`config.mk`:
```
export PLATFORM = sky130hd
export DESIGN_NAME = delta_regress_gen_flat
export DESIGN_NICKNAME = d
export VERILOG_FILES = /design/src/rtl/delta_regress_gen_if.sv /design/src/rtl/delta_regress_gen.sv /design/src/flat_wrapper.sv
export SDC_FILE = /design/constraint.sdc
export NUM_CORES = 2
export LEC_CHECK = 0
export ABC_AREA = 1
export ABC_CLOCK_PERIOD_IN_PS = 69100
export CAP_MARGIN = 5
export CORE_ASPECT_RATIO = 2
export CORE_MARGIN = 4
export CORE_UTILIZATION = 56
export DETAILED_ROUTE_END_ITERATION = 10
export HOLD_SLACK_MARGIN = 0.05
export MAX_ROUTING_LAYER = met4
export PLACE_DENSITY = 0.74
export SLEW_MARGIN = 5
export SYNTH_ARGS = -nofsm -noshare
export SYNTH_HDL_FRONTEND = slang
export SYNTH_SLANG_ARGS = --single-unit
```
`constraint.sdc`:
```
create_clock -name clk -period 69.1 [get_ports clk]
set_input_delay 6.91 -clock clk [delete_from_list [all_inputs] [get_ports clk]]
set_output_delay 6.91 -clock clk [all_outputs]
set_load 0.02 [all_outputs]
```
`src/rtl/delta_regress_gen_if.sv`:
```
// Shared feature-memory bus used by delta_regress_gen.
//   master : engine side; drives mem_addr / mem_wr_en / mem_wr_data and
//            receives mem_rd_data.
//   slave  : memory side; the mirror image.
// mem_rd_data is expected one cycle after the address that selects it.
interface delta_regress_gen_if #(
  parameter int ADDR_WIDTH = 14,
  parameter int DATA_WIDTH = 32
);
  logic [ADDR_WIDTH-1:0] mem_addr;
  logic                  mem_wr_en;
  logic [DATA_WIDTH-1:0] mem_wr_data;
  logic [DATA_WIDTH-1:0] mem_rd_data;

  modport master (
    output mem_addr,
    output mem_wr_en,
    output mem_wr_data,
    input  mem_rd_data
  );

  modport slave (
    input  mem_addr,
    input  mem_wr_en,
    input  mem_wr_data,
    output mem_rd_data
  );
endinterface

```
`src/rtl/delta_regress_gen.sv`:
```
// Regression delta engine: d[n][c] = sum_{k=1..W} k*(x[n+k][c] - x[n-k][c])
// over a cepstral matrix in the shared feature memory. Frame indices are
// clamped to [0, F-1], so every frame 0..F-1 gets a result.
// Ports:
//   clk, rst_n           clock, asynchronous active-low reset
//   start                one-cycle run request (only honoured when idle)
//   win_size             half-window W (0 -> 1, > MAX_WIN -> MAX_WIN)
//   frame_num, cep_num   matrix size F x C
//   src_off, dst_off     source / destination column bases (wrap mod 2^CEP_BITS)
//   mem                  memory bus (master side), address = {frame, column}
//   busy, done           run in progress / one-cycle completion pulse
module delta_regress_gen #(
  parameter int FRAME_BITS = 7,
  parameter int CEP_BITS   = 7,
  parameter int ADDR_WIDTH = 14,
  parameter int DATA_WIDTH = 32,
  parameter int MAX_WIN    = 3,
  parameter int FP_LAT     = 1
) (
  input  logic                  clk,
  input  logic                  rst_n,
  input  logic                  start,
  input  logic [1:0]            win_size,
  input  logic [FRAME_BITS-1:0] frame_num,
  input  logic [CEP_BITS-1:0]   cep_num,
  input  logic [CEP_BITS-1:0]   src_off,
  input  logic [CEP_BITS-1:0]   dst_off,
  delta_regress_gen_if.master   mem,
  output logic                  busy,
  output logic                  done
);

  typedef enum logic [2:0] {IDLE, RDP, RDM, CAPM, SUB, MUL, ACC, WR} state_t;

  localparam int                LAT_W    = (FP_LAT > 1) ? $clog2(FP_LAT) : 1;
  localparam logic [LAT_W-1:0]  LAT_LAST = LAT_W'(FP_LAT - 1);
  localparam logic [1:0]        WIN_MAX  = 2'(MAX_WIN);

  // Single-precision add, round-to-nearest-even, subnormals flushed to zero.
  function automatic logic [31:0] fp_add(input logic [31:0] a, input logic [31:0] b);
    logic              sa, sb;
    logic [7:0]        ea, eb, d;
    logic [26:0]       ma, mb;
    logic [27:0]       sum;
    logic              sticky;
    logic signed [9:0] er;
    logic [24:0]       rnd;
    logic [31:0]       res;
    res = 32'd0;
    if ((a[30:23] == 8'd0) && (b[30:23] == 8'd0)) begin
      res = {a[31] & b[31], 31'd0};
    end else if (b[30:23] == 8'd0) begin
      res = a;
    end else if (a[30:23] == 8'd0) begin
      res = b;
    end else begin
      // a side always carries the larger magnitude; 3 extra bits are guard/round/sticky
      if (b[30:0] > a[30:0]) begin
        sa = b[31]; ea = b[30:23]; ma = {1'b1, b[22:0], 3'b000};
        sb = a[31]; eb = a[30:23]; mb = {1'b1, a[22:0], 3'b000};
      end else begin
        sa = a[31]; ea = a[30:23]; ma = {1'b1, a[22:0], 3'b000};
        sb = b[31]; eb = b[30:23]; mb = {1'b1, b[22:0], 3'b000};
      end
      d      = ea - eb;
      sticky = 1'b0;
      if (d > 8'd26) begin
        sticky = 1'b1;
        mb     = 27'd0;
      end else begin
        for (int i = 0; i < 27; i++) begin
          sticky = sticky | (mb[i] & (i < int'(d)));
        end
        mb = mb >> d;
      end
      mb = {mb[26:1], mb[0] | sticky};
      er = $signed({2'b00, ea});
      if (sa == sb) begin
        sum = {1'b0, ma} + {1'b0, mb};
      end else begin
        sum = {1'b0, ma} - {1'b0, mb};
      end
      if (sum == 28'd0) begin
        res = 32'd0;
      end else begin
        if (sum[27]) begin
          sum = {1'b0, sum[27:2], sum[1] | sum[0]};
          er  = er + 10'sd1;
        end else begin
          for (int i = 0; i < 26; i++) begin
            er  = sum[26] ? er : (er - 10'sd1);
            sum = sum[26] ? sum : {sum[26:0], 1'b0};
          end
        end
        rnd = {1'b0, sum[26:3]} + {24'd0, sum[2] & (sum[3] | sum[1] | sum[0])};
        if (rnd[24]) begin
          rnd = rnd >> 1;
          er  = er + 10'sd1;
        end else begin
          rnd = rnd;
        end
        if (er <= 10'sd0) begin
          res = {sa, 31'd0};
        end else if (er >= 10'sd255) begin
          res = {sa, 8'hFF, 23'd0};
        end else begin
          res = {sa, er[7:0], rnd[22:0]};
        end
      end
    end
    return res;
  endfunction

  // Single-precision multiply, round-to-nearest-even, subnormals flushed to zero.
  function automatic logic [31:0] fp_mul(input logic [31:0] a, input logic [31:0] b);
    logic              sr, g, st;
    logic [47:0]       p;
    logic signed [9:0] er;
    logic [22:0]       mant;
    logic [24:0]       rnd;
    logic [31:0]       res;
    sr = a[31] ^ b[31];
    if ((a[30:23] == 8'd0) || (b[30:23] == 8'd0)) begin
      res = {sr, 31'd0};
    end else begin
      p  = {24'd0, 1'b1, a[22:0]} * {24'd0, 1'b1, b[22:0]};
      er = $signed({2'b00, a[30:23]}) + $signed({2'b00, b[30:23]}) - 10'sd127;
      if (p[47]) begin
        mant = p[46:24]; g = p[23]; st = |p[22:0];
        er   = er + 10'sd1;
      end else begin
        mant = p[45:23]; g = p[22]; st = |p[21:0];
      end
      rnd = {2'b01, mant} + {24'd0, g & (mant[0] | st)};
      if (rnd[24]) begin
        er = er + 10'sd1;
      end else begin
        er = er;
      end
      if (er <= 10'sd0) begin
        res = {sr, 31'd0};
      end else if (er >= 10'sd255) begin
        res = {sr, 8'hFF, 23'd0};
      end else begin
        res = {sr, er[7:0], rnd[24] ? 23'd0 : rnd[22:0]};
      end
    end
    return res;
  endfunction

  // Regression weight k as a float constant.
  function automatic logic [31:0] k_float(input logic [1:0] k);
    logic [31:0] r;
    case (k)
      2'd2:    r = 32'h4000_0000;
      2'd3:    r = 32'h4040_0000;
      default: r = 32'h3F80_0000;
    endcase
    return r;
  endfunction

  state_t                state, state_nxt;
  logic [1:0]            k, k_nxt, w_eff, w_nxt;
  logic [CEP_BITS-1:0]   c, c_nxt, c_cfg, cn_nxt, src_cfg, src_nxt, dst_cfg, dst_nxt;
  logic [FRAME_BITS-1:0] n, n_nxt, f_cfg, f_nxt;
  logic [LAT_W-1:0]      lat, lat_nxt;
  logic [31:0]           xp, xp_nxt, xm, xm_nxt, diff, diff_nxt, prod, prod_nxt, acc, acc_nxt;
  logic                  done_nxt;
  logic [31:0]           add_a, add_b, add_res, mul_res;
  logic [FRAME_BITS:0]   p_sum, f_max;
  logic [FRAME_BITS-1:0] p_idx, m_idx;
  logic [CEP_BITS-1:0]   src_col, dst_col;
  logic [ADDR_WIDTH-1:0] addr_nxt;
  logic [31:0]           wr_data_nxt;

  // One shared adder: SUB computes x_p + (-x_m), ACC computes acc + product.
  always_comb begin
    add_a   = (state == SUB) ? xp : acc;
    add_b   = (state == SUB) ? {~xm[31], xm[30:0]} : prod;
    add_res = fp_add(add_a, add_b);
    mul_res = fp_mul(diff, k_float(k));
  end

  // Next-state, loop counters and datapath updates.
  always_comb begin
    state_nxt = state;
    k_nxt     = k;
    c_nxt     = c;
    n_nxt     = n;
    lat_nxt   = lat;
    w_nxt     = w_eff;
    f_nxt     = f_cfg;
    cn_nxt    = c_cfg;
    src_nxt   = src_cfg;
    dst_nxt   = dst_cfg;
    xp_nxt    = xp;
    xm_nxt    = xm;
    diff_nxt  = diff;
    prod_nxt  = prod;
    acc_nxt   = acc;
    done_nxt  = 1'b0;
    case (state)
      IDLE: begin
        if (start) begin
          w_nxt   = (win_size == 2'd0) ? 2'd1 : ((win_size > WIN_MAX) ? WIN_MAX : win_size);
          f_nxt   = frame_num;
          cn_nxt  = cep_num;
          src_nxt = src_off;
          dst_nxt = dst_off;
          if ((frame_num == {FRAME_BITS{1'b0}}) || (cep_num == {CEP_BITS{1'b0}})) begin
            done_nxt = 1'b1;
          end else begin
            state_nxt = RDP;
            k_nxt     = 2'd1;
            c_nxt     = {CEP_BITS{1'b0}};
            n_nxt     = {FRAME_BITS{1'b0}};
            acc_nxt   = 32'd0;
          end
        end else begin
          state_nxt = IDLE;
        end
      end
      RDP: state_nxt = RDM;
      RDM: begin
        xp_nxt    = mem.mem_rd_data;
        state_nxt = CAPM;
      end
      CAPM: begin
        xm_nxt    = mem.mem_rd_data;
        lat_nxt   = {LAT_W{1'b0}};
        state_nxt = SUB;
      end
      SUB: begin
        if (lat == LAT_LAST) begin
          diff_nxt  = add_res;
          lat_nxt   = {LAT_W{1'b0}};
          state_nxt = MUL;
        end else begin
          lat_nxt = lat + LAT_W'(1);
        end
      end
      MUL: begin
        if (lat == LAT_LAST) begin
          prod_nxt  = mul_res;
          lat_nxt   = {LAT_W{1'b0}};
          state_nxt = ACC;
        end else begin
          lat_nxt = lat + LAT_W'(1);
        end
      end
      ACC: begin
        if (lat == LAT_LAST) begin
          acc_nxt = add_res;
          lat_nxt = {LAT_W{1'b0}};
          if (k == w_eff) begin
            state_nxt = WR;
          end else begin
            k_nxt     = k + 2'd1;
            state_nxt = RDP;
          end
        end else begin
          lat_nxt = lat + LAT_W'(1);
        end
      end
      WR: begin
        k_nxt   = 2'd1;
        acc_nxt = 32'd0;
        if (c == (c_cfg - CEP_BITS'(1))) begin
          c_nxt = {CEP_BITS{1'b0}};
          if (n == (f_cfg - FRAME_BITS'(1))) begin
            state_nxt = IDLE;
            done_nxt  = 1'b1;
          end else begin
            n_nxt     = n + FRAME_BITS'(1);
            state_nxt = RDP;
          end
        end else begin
          c_nxt     = c + CEP_BITS'(1);
          state_nxt = RDP;
        end
      end
      default: state_nxt = IDLE;
    endcase
  end

  // Address for the state being entered; clamping is one bit wider than a frame index.
  always_comb begin
    p_sum   = {1'b0, n_nxt} + (FRAME_BITS+1)'(k_nxt);
    f_max   = {1'b0, f_nxt - FRAME_BITS'(1)};
    p_idx   = (p_sum > f_max) ? f_max[FRAME_BITS-1:0] : p_sum[FRAME_BITS-1:0];
    m_idx   = ({1'b0, n_nxt} < (FRAME_BITS+1)'(k_nxt)) ? {FRAME_BITS{1'b0}}
                                                        : (n_nxt - FRAME_BITS'(k_nxt));
    src_col = src_nxt + c_nxt;
    dst_col = dst_nxt + c_nxt;
    case (state_nxt)
      RDP:     addr_nxt = {p_idx, src_col};
      RDM:     addr_nxt = {m_idx, src_col};
      WR:      addr_nxt = {n_nxt, dst_col};
      default: addr_nxt = mem.mem_addr;
    endcase
    wr_data_nxt = (state_nxt == WR) ? acc_nxt : mem.mem_wr_data;
  end

  // FSM state register.
  always_ff @(posedge clk or negedge rst_n) begin
    if (!rst_n) begin
      state <= IDLE;
    end else begin
      state <= state_nxt;
    end
  end

  // Datapath, configuration and registered outputs.
  always_ff @(posedge clk or negedge rst_n) begin
    if (!rst_n) begin
      k               <= 2'd1;
      c               <= {CEP_BITS{1'b0}};
      n               <= {FRAME_BITS{1'b0}};
      lat             <= {LAT_W{1'b0}};
      w_eff           <= 2'd1;
      f_cfg           <= {FRAME_BITS{1'b0}};
      c_cfg           <= {CEP_BITS{1'b0}};
      src_cfg         <= {CEP_BITS{1'b0}};
      dst_cfg         <= {CEP_BITS{1'b0}};
      xp              <= 32'd0;
      xm              <= 32'd0;
      diff            <= 32'd0;
      prod            <= 32'd0;
      acc             <= 32'd0;
      mem.mem_addr    <= {ADDR_WIDTH{1'b0}};
      mem.mem_wr_en   <= 1'b0;
      mem.mem_wr_data <= {DATA_WIDTH{1'b0}};
      busy            <= 1'b0;
      done            <= 1'b0;
    end else begin
      k               <= k_nxt;
      c               <= c_nxt;
      n               <= n_nxt;
      lat             <= lat_nxt;
      w_eff           <= w_nxt;
      f_cfg           <= f_nxt;
      c_cfg           <= cn_nxt;
      src_cfg         <= src_nxt;
      dst_cfg         <= dst_nxt;
      xp              <= xp_nxt;
      xm              <= xm_nxt;
      diff            <= diff_nxt;
      prod            <= prod_nxt;
      acc             <= acc_nxt;
      mem.mem_addr    <= addr_nxt;
      mem.mem_wr_en   <= (state_nxt == WR);
      mem.mem_wr_data <= wr_data_nxt;
      busy            <= (state_nxt != IDLE);
      done            <= done_nxt;
    end
  end

endmodule

```
`src/flat_wrapper.sv`:
```
// flat-port wrapper written by rule: the top's interface ports become plain ports
module delta_regress_gen_flat 
#(
  parameter int FRAME_BITS = 7,
  parameter int CEP_BITS   = 7,
  parameter int ADDR_WIDTH = 14,
  parameter int DATA_WIDTH = 32,
  parameter int MAX_WIN    = 3,
  parameter int FP_LAT     = 1
)
  (clk, rst_n, start, win_size, frame_num, cep_num, src_off, dst_off, busy, done, mem_mem_addr, mem_mem_wr_en, mem_mem_wr_data, mem_mem_rd_data);
  delta_regress_gen_if #(.ADDR_WIDTH(ADDR_WIDTH), .DATA_WIDTH(DATA_WIDTH)) mem_i ();
  input  logic clk;
  input  logic rst_n;
  input  logic start;
  input  logic [1:0] win_size;
  input  logic [FRAME_BITS-1:0] frame_num;
  input  logic [CEP_BITS-1:0] cep_num;
  input  logic [CEP_BITS-1:0] src_off;
  input  logic [CEP_BITS-1:0] dst_off;
  output logic busy;
  output logic done;
  output wire logic [$bits(mem_i.mem_addr)-1:0] mem_mem_addr;
  output wire logic [$bits(mem_i.mem_wr_en)-1:0] mem_mem_wr_en;
  output wire logic [$bits(mem_i.mem_wr_data)-1:0] mem_mem_wr_data;
  input wire logic [$bits(mem_i.mem_rd_data)-1:0] mem_mem_rd_data;
  assign mem_mem_addr = mem_i.mem_addr;
  assign mem_mem_wr_en = mem_i.mem_wr_en;
  assign mem_mem_wr_data = mem_i.mem_wr_data;
  assign mem_i.mem_rd_data = mem_mem_rd_data;
  delta_regress_gen #(.FRAME_BITS(FRAME_BITS), .CEP_BITS(CEP_BITS), .ADDR_WIDTH(ADDR_WIDTH), .DATA_WIDTH(DATA_WIDTH), .MAX_WIN(MAX_WIN), .FP_LAT(FP_LAT)) u_core (.clk(clk), .rst_n(rst_n), .start(start), .win_size(win_size), .frame_num(frame_num), .cep_num(cep_num), .src_off(src_off), .dst_off(dst_off), .mem(mem_i), .busy(busy), .done(done));
endmodule
```
==> run summary <==
antenna viol nets, final: 0
Yosys reg bits: 258
sequential-to-total area share from yosys stat: 17.9%
# rows: 131
Synth area leader: dfrtp_1
area grow syn2layout: 6.41%
family with the most delay on the worst path: simple AND/OR/NAND/NOR gates
Area contributors post-synth: dfrtp_1 (18%), nand2_1 (17%), ha_1 (10%), nand3_1 (7.7%), inv_1 (6.6%)
Nets: 6143
Tmin final: 29.61 ns
final period utilization: 42.9%
vias in the first global route: 39300
CTS Buf Count: 25
Reg clk slew, reported paths: 0.07 ns
f_max: 33.8 MHz
cts repair resizes: 0
Core ar.: 63900 um2
clock latency on the worst-skew pair: 0.62 ns
cell with the most instances after synthesis: nand2_1
Post-CTS Setup Inserts: 0
worst stage delay on the critical path: 0.59 ns
placer congestion estimate: 1.11
ys async rst share: 100%
CTS tree: done
share of cells above drive strength 1: 11.9%
timing endpoint of the critical path: u_core.mem.mem_wr_data[29]$_DFFE_PN0P_
vias per cell: 5.91
CP max stage cell: buf_4
gr usage total: 40.9%
Detailed Routing Iterations Pass 1: 6
most used cell, CP: nand2_1
Critical Path Sink Type: flop
syn nets: 6126
Worst path depth: 170
failing checks: max-capacitance violations
Synth top cells by count: nand2_1 (1668), inv_1 (632), nand3_1 (557)
synthesized area per cell: 6.27 um2
# setup viols final: 0
FF-to-FF Start: u_core.state[1]$_DFF_PN0_
clock root buffer: clkbuf_16
clock buffer depth: 3
GRT overflow: 0
data required time of the worst path: 69.61 ns
Syn Std Cell Area: 36200 um2
largest net degree at the start of global routing: 75
initial antenna violation count: 12
ys flop type: dfrtp_1
unique cell type count in the Yosys netlist: 82
IO Count: 114
Worst EP arrival: 30.12 ns
status: finished, violations left
hpwl dp: 115000 um
Avg WL per Cell: 21.2 um
worst-margin pin slew: 1.46 ns
reg-to-reg endpoint: u_core.mem.mem_wr_data[29]$_DFFE_PN0P_
Die Y: 367 um
width of the die: 188 um
Buf/Inv on CP: 27
Startpoint Class: flop
Max Slew Vio Count: 0
routed vias: 39100
DRC: 0
Cells after Synth: 5765
Critical Path Start: u_core.state[1]$_DFF_PN0_
starting density of the core: 56.6%
worst hold path class: reg2reg
RSZ-0062 raised after global routing: false
final wirelength: 140000 um
CP max FO: 57
flop2flop setup slack: 39.49 ns
First DRT Iteration DRCs: 2637
clk sinks: 258
relative slew slack: 1.34%
number of max-cap violations: 1
area share of the largest cell type after synthesis: 17.7%
Ys Warns: 0
clock skew: 0.0393 ns
H-tree depth: 1
Port Buffers: 113
Fin. Hold Viols: 0
# hold bufs at CTS: 0
die area: 69000 um2
setup tns final: 0 ns
first-pass GRT wire length: 216000 um
WS Path Type: reg2reg
R2R depth: 170
number of flops mapped to enable cells by yosys: 0
-- per-stage QoR --
| stage | cell area, um2 | setup slack (ns) | hold slack [ns] | instances | util (%) |
|---|---|---|---|---|---|
| floorplan | 36200 | 45.12 | 0.448 | 5765 | - |
| global placement | 37500 | 40.15 | 0.467 | 6553 | 58.7 |
| detailed placement | 37500 | 39.95 | 0.470 | 6553 | 58.7 |
| CTS | 38400 | 39.85 | 0.487 | 6598 | 60.1 |
| global route | 38500 | 37.25 | 0.511 | 6610 | 60.2 |
| finish | 38500 | 39.49 | 0.484 | 6611 | 60.2 |
-- layer usage --
layer	up-vias	wire (um)	GRT usage, %
li1	18900	-	-
met1	18100	45700	37.1
met2	1413	70900	72.9
met3	671	8080	7.71
met4	0	15700	34.8
met5	-	0	-
-- cell usage in the layout (no fill, tap or decap), drive strengths merged, types with 15 or more instances in the layout --
master         instances
a21oi                135
buf                   48
clkbuf                35
clkdlybuf4s50        112
clkinv                21
dfrtp                256
ha                   288
inv                  727
mux2i                 23
nand2               1896
nand3                676
nand3b                24
nand4                132
nor2                 509
nor3                  57
nor4                  19
o211ai                33
o21ai                439
o21bai                15
o22ai                 36
or2                   37
xnor2                 50
xor2                 118
-- cells by family after synthesis --
family	synth area share, %
adder cells (fa/ha/maj)	10.4
flip-flops	17.9
AND/OR/NAND/NOR	44.5
AO/OA/AOI/OAI	11.5
XOR/XNOR	4.09
buffers and inverters	11.0
multiplexers	0.699
-- cell type report --
cell class,instances,area [um2]
antenna,13,32.5
multi-input combinational,4594,25800
clock inverter,10,156
clock buffer,35,743
fill,6416,25400
tap,798,998
timing repair buffer,160,1490
inverter,743,2820
sequential,258,6460
-- worst min-delay path, stage by stage (launching register included) --
cell and delay (ns):
dfrtp_1 0.34, nand2_1 0.05, o21ai_0 0.06
-- worst min-delay path by stage --
stage                                           start                          end  slack [ns]  cells past startpoint
after floorplan              u_core.xm[0]$_DFFE_PN0P_     u_core.xm[0]$_DFFE_PN0P_        0.45                      2
after global placement    u_core.src_cfg[3]$_DFF_PN0_  u_core.src_cfg[3]$_DFF_PN0_        0.47                      2
after detailed placement    u_core.xp[31]$_DFFE_PN0P_    u_core.xp[31]$_DFFE_PN0P_        0.47                      2
after CTS                   u_core.xp[31]$_DFFE_PN0P_    u_core.xp[31]$_DFFE_PN0P_        0.49                      2
after global routing      u_core.src_cfg[2]$_DFF_PN0_  u_core.src_cfg[2]$_DFF_PN0_        0.51                      2
final                       u_core.xm[27]$_DFFE_PN0P_    u_core.xm[27]$_DFFE_PN0P_        0.48                      2
-- sequential cells by signal, summed over array words and instances (netlist names) --
register                flops
u_core.src_cfg              7
u_core.mem.mem_addr        14
u_core.prod                32
u_core.mem.mem_wr_data     32
u_core.diff                32
u_core.xm                  32
u_core.k                    2
u_core.state                3
u_core.f_cfg                7
u_core.acc                 32
u_core.xp                  32
u_core.busy                 1
u_core.done                 1
u_core.c                    7
u_core.mem.mem_wr_en        1
u_core.w_eff                2
u_core.c_cfg                7
u_core.n                    7
u_core.dst_cfg              7
Power is left out: the tool's default activity adds up to more than one toggle a clock period on the data nets, which glitch-free logic cannot reach.
